## src/rtl/blk_engine.sv

```systemverilog
// blk_engine: autonomous sequencer for Z80 block instructions (LDxx/CPxx/INxx/OUTxx)
module blk_engine #(
  parameter int ADDR_W    = 16,
  parameter int IO_ADDR_W = 16,
  parameter int REP_GAP   = 5
) (
  input  logic                 clk,
  input  logic                 reset,
  input  logic                 start,
  input  logic [1:0]           op,
  input  logic                 dir_dec,
  input  logic                 rep,
  input  logic [ADDR_W-1:0]    hl_in,
  input  logic [ADDR_W-1:0]    de_in,
  input  logic [ADDR_W-1:0]    bc_in,
  input  logic [7:0]           a_in,
  input  logic [7:0]           flags_in,
  input  logic                 irq_pending,
  output logic                 mem_req,
  output logic                 mem_we,
  output logic [ADDR_W-1:0]    mem_addr,
  output logic [7:0]           mem_wdata,
  input  logic [7:0]           mem_rdata,
  input  logic                 mem_ack,
  output logic                 io_req,
  output logic                 io_we,
  output logic [IO_ADDR_W-1:0] io_addr,
  output logic [7:0]           io_wdata,
  input  logic [7:0]           io_rdata,
  input  logic                 io_ack,
  output logic [ADDR_W-1:0]    hl_out,
  output logic [ADDR_W-1:0]    de_out,
  output logic [ADDR_W-1:0]    bc_out,
  output logic [7:0]           flags_out,
  output logic                 busy,
  output logic                 done,
  output logic                 interrupted
);
  localparam logic [1:0] OP_LD = 2'd0, OP_CP = 2'd1, OP_IN = 2'd2, OP_OUT = 2'd3;
  localparam int GW = REP_GAP > 1 ? $clog2(REP_GAP) : 1;
  typedef enum logic [2:0] {IDLE, RD, WR, UPD, GAP, FIN} state_t;
  state_t state, state_nx;
  logic [7:0] a, d;
  logic [1:0] op_q;
  logic dir_q, rep_q;
  logic [GW-1:0] gap_cnt;
  logic tx_act, tx_io, tx_we, ack, h_cp, cont;
  logic [ADDR_W-1:0] tx_addr, hl_nx, de_nx, bc_bdec, bc_nx;
  logic [7:0] b_nx, c, cadj, n_ld, r_cp, n_cp, px, f_ld, f_cp, f_io, f_nx;
  logic [8:0] k;
  // iteration arithmetic: pointer/counter updates and the new flag byte for each op class
  always_comb begin
    hl_nx   = dir_q ? hl_out - ADDR_W'(1) : hl_out + ADDR_W'(1);
    de_nx   = dir_q ? de_out - ADDR_W'(1) : de_out + ADDR_W'(1);
    bc_bdec = bc_out - ADDR_W'(256);
    b_nx    = bc_bdec[15:8];
    c       = bc_out[7:0];
    cadj    = dir_q ? c - 8'd1 : c + 8'd1;
    n_ld    = d + a;
    r_cp    = a - d;
    h_cp    = a[3:0] < d[3:0];
    n_cp    = r_cp - {7'd0, h_cp};
    k       = {1'b0, d} + {1'b0, op_q == OP_IN ? cadj : hl_nx[7:0]};
    px      = {5'd0, k[2:0]} ^ b_nx;
    bc_nx   = op_q[1] ? bc_bdec : bc_out - ADDR_W'(1);
    f_ld    = {flags_out[7:6], n_ld[1], 1'b0, n_ld[3], bc_nx != '0, 1'b0, flags_out[0]};
    f_cp    = {r_cp[7], r_cp == 8'd0, n_cp[1], h_cp, n_cp[3], bc_nx != '0, 1'b1, flags_out[0]};
    f_io    = {b_nx[7], b_nx == 8'd0, b_nx[5], k[8], b_nx[3], ~^px, d[7], k[8]};
    f_nx    = op_q[1] ? f_io : op_q[0] ? f_cp : f_ld;
    cont    = op_q[1] ? ~f_io[6] : f_nx[2] & ~(op_q[0] & f_nx[6]);
  end
  // state register
  always_ff @(posedge clk)
    if (reset) state <= IDLE;
    else state <= state_nx;
  // next-state: walk read/write phases, then decide repeat, interrupt exit or finish
  always_comb begin
    state_nx = state;
    case (state)
      IDLE:    if (start) state_nx = RD;
      RD:      if (ack) state_nx = op_q == OP_CP ? UPD : WR;
      WR:      if (ack) state_nx = UPD;
      UPD:     state_nx = (!rep_q || !cont || irq_pending) ? FIN : REP_GAP == 0 ? RD : GAP;
      GAP:     if (gap_cnt == '0) state_nx = RD;
      default: state_nx = IDLE;
    endcase
  end
  // outputs: status flags and the transaction the current phase needs
  always_comb begin
    tx_act  = state == RD || state == WR;
    tx_io   = (state == RD && op_q == OP_IN) || (state == WR && op_q == OP_OUT);
    tx_we   = state == WR;
    tx_addr = state == WR ? (op_q == OP_LD ? de_out : op_q == OP_IN ? hl_out : bc_bdec)
                          : (op_q == OP_IN ? bc_out : hl_out);
    ack     = tx_io ? io_req & io_ack : mem_req & mem_ack;
    busy    = tx_act || state == UPD || state == GAP;
    done    = state == FIN;
  end
  // datapath: snapshot on start, one outstanding bus request at a time, register update in UPD
  always_ff @(posedge clk)
    if (reset) begin
      {mem_req, mem_we, mem_addr, mem_wdata} <= '0;
      {io_req, io_we, io_addr, io_wdata} <= '0;
      {hl_out, de_out, bc_out, flags_out, interrupted} <= '0;
      {a, d, op_q, dir_q, rep_q, gap_cnt} <= '0;
    end else begin
      if (state == IDLE && start) begin
        hl_out      <= hl_in;
        de_out      <= de_in;
        bc_out      <= bc_in;
        a           <= a_in;
        flags_out   <= flags_in;
        op_q        <= op;
        dir_q       <= dir_dec;
        rep_q       <= rep;
        interrupted <= 1'b0;
      end
      if (ack) begin
        mem_req <= 1'b0;
        io_req  <= 1'b0;
        if (state == RD) d <= tx_io ? io_rdata : mem_rdata;
      end else if (tx_act && !mem_req && !io_req) begin
        mem_req <= !tx_io;
        io_req  <= tx_io;
        if (tx_io) begin
          io_we    <= tx_we;
          io_addr  <= tx_addr[IO_ADDR_W-1:0];
          io_wdata <= d;
        end else begin
          mem_we    <= tx_we;
          mem_addr  <= tx_addr;
          mem_wdata <= d;
        end
      end
      if (state == UPD) begin
        hl_out      <= hl_nx;
        de_out      <= op_q == OP_LD ? de_nx : de_out;
        bc_out      <= bc_nx;
        flags_out   <= f_nx;
        interrupted <= rep_q & cont & irq_pending;
        gap_cnt     <= GW'(REP_GAP > 0 ? REP_GAP - 1 : 0);
      end
      if (state == GAP) gap_cnt <= gap_cnt - GW'(1);
    end
endmodule
```

## config.mk

```make
export PLATFORM = sky130hd
export DESIGN_NAME = blk_engine
export DESIGN_NICKNAME = d
export VERILOG_FILES = /design/src/rtl/blk_engine.sv
export SDC_FILE = /design/constraint.sdc
export NUM_CORES = 1
export LEC_CHECK = 0
export BUFFER_PORTS_ARGS = -buffer_cell sky130_fd_sc_hd__buf_2
export CELL_PAD_IN_SITES_DETAIL_PLACEMENT = 2
export CELL_PAD_IN_SITES_GLOBAL_PLACEMENT = 2
export CORE_ASPECT_RATIO = 1.5
export CORE_MARGIN = 2
export CORE_UTILIZATION = 33
export CTS_CLUSTER_DIAMETER = 40
export DETAILED_ROUTE_END_ITERATION = 8
export PLACE_DENSITY = 0.89
export RECOVER_POWER = 50
export SYNTH_ARGS = -nofsm -noshare
export SYNTH_HDL_FRONTEND = slang
export SYNTH_SLANG_ARGS = --single-unit
```

## constraint.sdc

```tcl
create_clock -name clk -period 10.2 [get_ports clk]
set_input_delay 1.02 -clock clk [delete_from_list [all_inputs] [get_ports clk]]
set_output_delay 1.02 -clock clk [all_outputs]
set_load 0.1 [all_outputs]
```

# ---- Yosys cells after proc, flatten, opt, wreduce, memory -nomap -nowiden
# Index checks and enable logic that the tools add are counted.
dict set report classes {
  addsub 13
  n_lt_le_gt_ge 1
  n_eq_ne 15
  n_mux 34
  bitwise 11
  n_reduce_logical 33
}
# op n
set ops {}
lappend ops {{$mux 16} 14}
lappend ops {{$mux 8} 7}
lappend ops {{$sub 16x1->16 const B} 3}
lappend ops {{$add 16x1->16 const B} 2}
lappend ops {{$mux 3} 6}
lappend ops {{$logic_not 8->1} 2}
lappend ops {{$reduce_bool 16->1} 1}
lappend ops {{$sub 16x9->16 const B} 1}
lappend ops {{$pmux 3 s5} 1}
lappend ops {{$add 8x8->9} 1}
lappend ops {{$add 8x1->8 const B} 1}
lappend ops {{$ne 2x2->1 const B} 4}
lappend ops {{$reduce_and 2->1} 4}
lappend ops {{$reduce_xnor 8->1} 1}
lappend ops {{$sub 8x1->8 const B} 1}
lappend ops {{$sub 8x8->8} 1}
lappend ops {{$xor 3x8->8} 1}
lappend ops {{$and 1x1->1} 6}
lappend ops {{$eq 3x2->1 const B} 2}
lappend ops {{$eq 3x3->1 const B} 2}
lappend ops {{$logic_not 3->1} 2}
lappend ops {{$logic_or 1x1->1} 6}
lappend ops {{$mux 1} 6}
lappend ops {{$reduce_and 3->1} 2}
lappend ops {{other kinds (16)} 30}
dict set report totals {
  ff_bits 135
  input_bits 90
  out_inout_bits 111
  word_cells 129
}

# ---- Longest topological paths before layout
dict set report depth {
  ltp_word 16
  depth_mapped 16
  ltp_nobuf 14
}

# ---- Least setup slack after synthesis
# OpenSTA, ideal clock, no wires.
dict set report synth_timing {
  kind {register -> register}
  startpoint {register bc_out[1]}
  endpoint {register flags_out[4]}
  setup_ns 0.132
  arrival_time_ns 3.647
  t_required_ns 10.068
  slack_ns 6.421
  stages_incl_launch_ff 12
  path_buffers 0
  synth_period_minus_slack_ns 3.779
  cell_sequence {dfxtp_1 fa_1 mux2_2 fa_1 a21o_1 a21o_1 a21o_1 a21o_1 a21o_1 a21o_1 a221oi_1 nor3_1}
}
dict set report synth_via {
  elab_chain_len 6
  word_cells_on_any_way 7
  classes_between {add/sub (3); mux (4)}
}
# element line
set synth_lines {}
lappend synth_lines {{start: declaration} 33} ;# output logic [ADDR_W-1:0] bc_out,
lappend synth_lines {{start signal: assignment} 110} ;# bc_out <= bc_in;
lappend synth_lines {{start signal: assignment} 138} ;# bc_out <= bc_nx;
lappend synth_lines {{$add 8x1->8 or $sub 8x1->8 (tied branches)} 58} ;# cadj = dir_q ? c - 8'd1 : c + 8'd1;
lappend synth_lines {{$mux 8 *} 58}
lappend synth_lines {{$mux 8 *} 63} ;# k = {1'b0, d} + {1'b0, op_q == OP_IN ? cadj : hl_nx[7:0]};
lappend synth_lines {{$add 8x8->9 *} 63}
lappend synth_lines {{$mux 8 *} 69} ;# f_nx = op_q[1] ? f_io : op_q[0] ? f_cp : f_ld;
lappend synth_lines {{$mux 8 *} 135} ;# if (state == UPD) begin
lappend synth_lines {{end signal: assignment} 112} ;# flags_out <= flags_in;
lappend synth_lines {{end signal: assignment} 139} ;# flags_out <= f_nx;
lappend synth_lines {{end: declaration} 34} ;# output logic [7:0] flags_out,
# Mark *: on every way between the ends. The rest lies on a longest branch, timed or not.
# A chain may end at the register's enable or synchronous reset.

# ---- Worst setup path after layout
dict set report layout_timing {
  startpoint {input port reset}
  endpoint {register hl_out[12]}
}
# element line
set layout_lines {}
lappend layout_lines {{start: declaration} 8} ;# input logic reset,
lappend layout_lines {{end signal: assignment} 108} ;# hl_out <= hl_in;
lappend layout_lines {{end signal: assignment} 136} ;# hl_out <= hl_nx;
lappend layout_lines {{end: declaration} 31} ;# output logic [ADDR_W-1:0] hl_out,
# No word-level cell between the ends.

==> results.md <==
- Status: complete, but fails checks
- Failing checks: capacitance limit, slew limit
- Pwr dens: around 270 mW/mm2
- Leading cell types in the layout, fill and taps excluded: 212 x nand2_1, 134 x dfxtp_1, 117 x nor2_1
- Starting Density: 0.333
- Most common cell after layout, fill and taps aside: nand2_1
- Syn Inst Count: 1200
- Area after DPL: just over 0.01 mm2
- Worst path bufs/invs: 2
- Post-synthesis async set-or-reset flop share: 0
- Area growth syn-to-layout: 18.9%
- CP startpoint kind: input pin
- RePlAce Congestion: ~0.87
- Slowest CP cell: clkbuf_1
- Worst-path fanout max: 73
- Seq/Total Area, Yosys: 0.300
- Detailed Place HPWL: ~30000 um
- Critical Setup Path Class: in -> reg
- RSZ-0062 raised after global routing: no
- Vias in the first global route: around 11000
- Lkg Pwr: between 0.004 and 0.005 uW
- Largest net degree at the start of global routing: 74
- CTS tree: done
- Post-DR wirelength/cell: 24.3 um
- Total gr overflow: 0
- Worst r2r path cells: 14
- Num CTS Buffers: 17
- EDFF count, synth: 0
- Setup Skew: around 0.016 ns
- Num ports: 201
- Post-route ant nets: 0
- Critical Path Stages: 3
- Mapped Nets: approximately 1400
- Max-slew violation count: approximately 130
- Setup_tns: 0 ns
- Vias/cell: roughly 6
- CTS Buffer Depth: 2
- Die X: between 100 and 150 um
- Skew-Pair Late Insertion Delay: ~0.46 ns
- Post-route cell area: between 0.01 and 0.015 mm2
- Cell family with most CP delay: buffers and inverters
- Synthesized area per cell: roughly 7.5 um2
- Die height: roughly 210 um
- FMAX: about 170 MHz
- Iter 0 DRT Violations: approximately 530
- Slew margin rel.: -1.43
- Sink Count: between 100 and 150
- Post-route insts no fill: 1705
- Warnings, synthesis: 0
- Layout cells sized above 1: 0.123
- Antenna violations before repair: 2
- Setup WS pre-CTS: roughly 6.5 ns
- Synth cell types: 71
- Via count: approximately 9900
- Root Buffer: clkbuf_16
- Final wirelength: approximately 41000 um
- CP Capture Type: register
- Crit path largest cell delay: roughly 2.7 ns
- Hold buffers post-CTS: 0
- Row count: 74
- Actual slew at the worst max-slew pin: between 3 and 4 ns
- Core area: 0.0270 mm2
- First drt pass iteration count: 5
- Final hold vios: 0
- Gr usage total: 0.284
- Setup violators final: 0
- Dpl cells: between 1500 and 2000
- Fill count: approximately 3200
- Cell mode on critical path: clkbuf_1
- Post-route DRC: 0
- Worst Hold Depth: 2
- Area of the mapped netlist: 0.00899 mm2
- Clk slew on worst S/H paths: 0.06 ns
- PostCTS Resize Cnt: 0
- Min Tclk post-route: roughly 5.7 ns
- Hold Path Class: reg -> reg
- Setup repair bufs after CTS: 0
- Max Cap Viol: 2
- Synth Register Bits: around 140
- Peak VDD IR: 0.175 mV
- Fin nets: 1502
- Fin crit share: 0.561
- WP data required: about 10 ns
- PortBufs: 200
- Critical Path AT: 5.90 ns
- Htree depth: 4
- First-pass GRT wire length: around 63000 um
- Die area: about 0.029 mm2
- Setup ws final: ~4.5 ns
- Worst path cell trace: clkbuf_1 > clkbuf_1 > o221ai_1
- Top_reg_cell synth: dfxtp_1
==> synthesized netlist by cell type (13+ instances only) <==
cell      number  area share
clkbuf_1      61       0.025
dfxtp_1      135        0.30
xor2_1        19       0.019
nand3_1       15      0.0083
a21oi_1      113       0.063
inv_1         32       0.013
nor3_1        36       0.020
buf_2         17      0.0095
ha_1          58       0.081
nor2b_1       23       0.016
nor2_1       118       0.049
o21a_1        17       0.014
o21ai_0       49       0.027
and2_1        13      0.0090
a31oi_1       25       0.017
a21o_1        13       0.011
nand2_1      213       0.089
xnor2_1       41       0.040
a211oi_1      21       0.018
mux2i_1       21       0.023
==> final timing paths <==
kind,startpoint,end,slack [ns]
max,reset,hl_out[12],4.48
min,mem_addr[7],mem_addr[7],0.46
max reg2reg,dir_q,flags_out[4],6.11
min reg2reg,mem_addr[7],mem_addr[7],0.46
==> per-stage QoR <==
step	utilization	hold WS [ns]	total power (uW)
floorplan	-	0.441	1860
global placement	0.377	0.445	2180
detailed placement	0.377	0.450	2240
global route	0.396	0.482	3060
finish	0.396	0.458	2920
CTS	0.400	0.459	2940
==> metal layers <==
layer	share of wire	wire length, um	track usage
met1	0.38	15600	0.290
met2	0.53	21700	0.532
met3	0.036	1490	0.0480
met4	0.061	2540	0.183
met5	0.00031	13	0
==> registers in the layout (all words and copies together) (netlist names) <==
register,flops
io_addr,16
op_q,2
flags_out,8
hl_out,16
mem_req,1
mem_we,1
interrupted,1
state,3
gap_cnt,3
dir_q,1
io_wdata,8
io_req,1
rep_q,1
de_out,16
bc_out,16
d,8
io_we,1
mem_wdata,8
mem_addr,16
a,8
==> worst min-delay path: cells and delay by family (launching register included) <==
kind | cells | cell delay (ns)
AND/OR/NAND/NOR | 1 | 0.05
AO/OA/AOI/OAI | 1 | 0.05
flip-flops | 1 | 0.31
==> area by class of cell <==
class	instances	area, um2	share of cell area
clock buffer	21	470	0.0440
sequential	135	2700	0.253
tap	342	428	0.0400
timing repair buffer	214	982	0.0918
inverter	32	120	0.0112
multi-input combinational	949	5840	0.546
antenna	1	2.50	0.000234
clock inverter	11	146	0.0137
==> cell families after synthesis <==
| family | Yosys count | share of synthesized area |
|---|---|---|
| muxes | 25 | 0.0284 |
| AOI/OAI and AO/OA | 323 | 0.229 |
| DFF | 135 | 0.300 |
| and+or+nand+nor | 478 | 0.240 |
| buffers and inverters | 116 | 0.0516 |
| adders and majority gates | 63 | 0.0918 |
| xor gates and xnor gates | 60 | 0.0584 |
==> power breakdown <==
group | switching [uW] | total (uW) | internal, uW
sequential | 136 | 736 | 600
combinational | 1100 | 1520 | 415
clock | 262 | 666 | 404
total | 1500 | 2920 | 1420
Power figures use the tool's default switching activity.
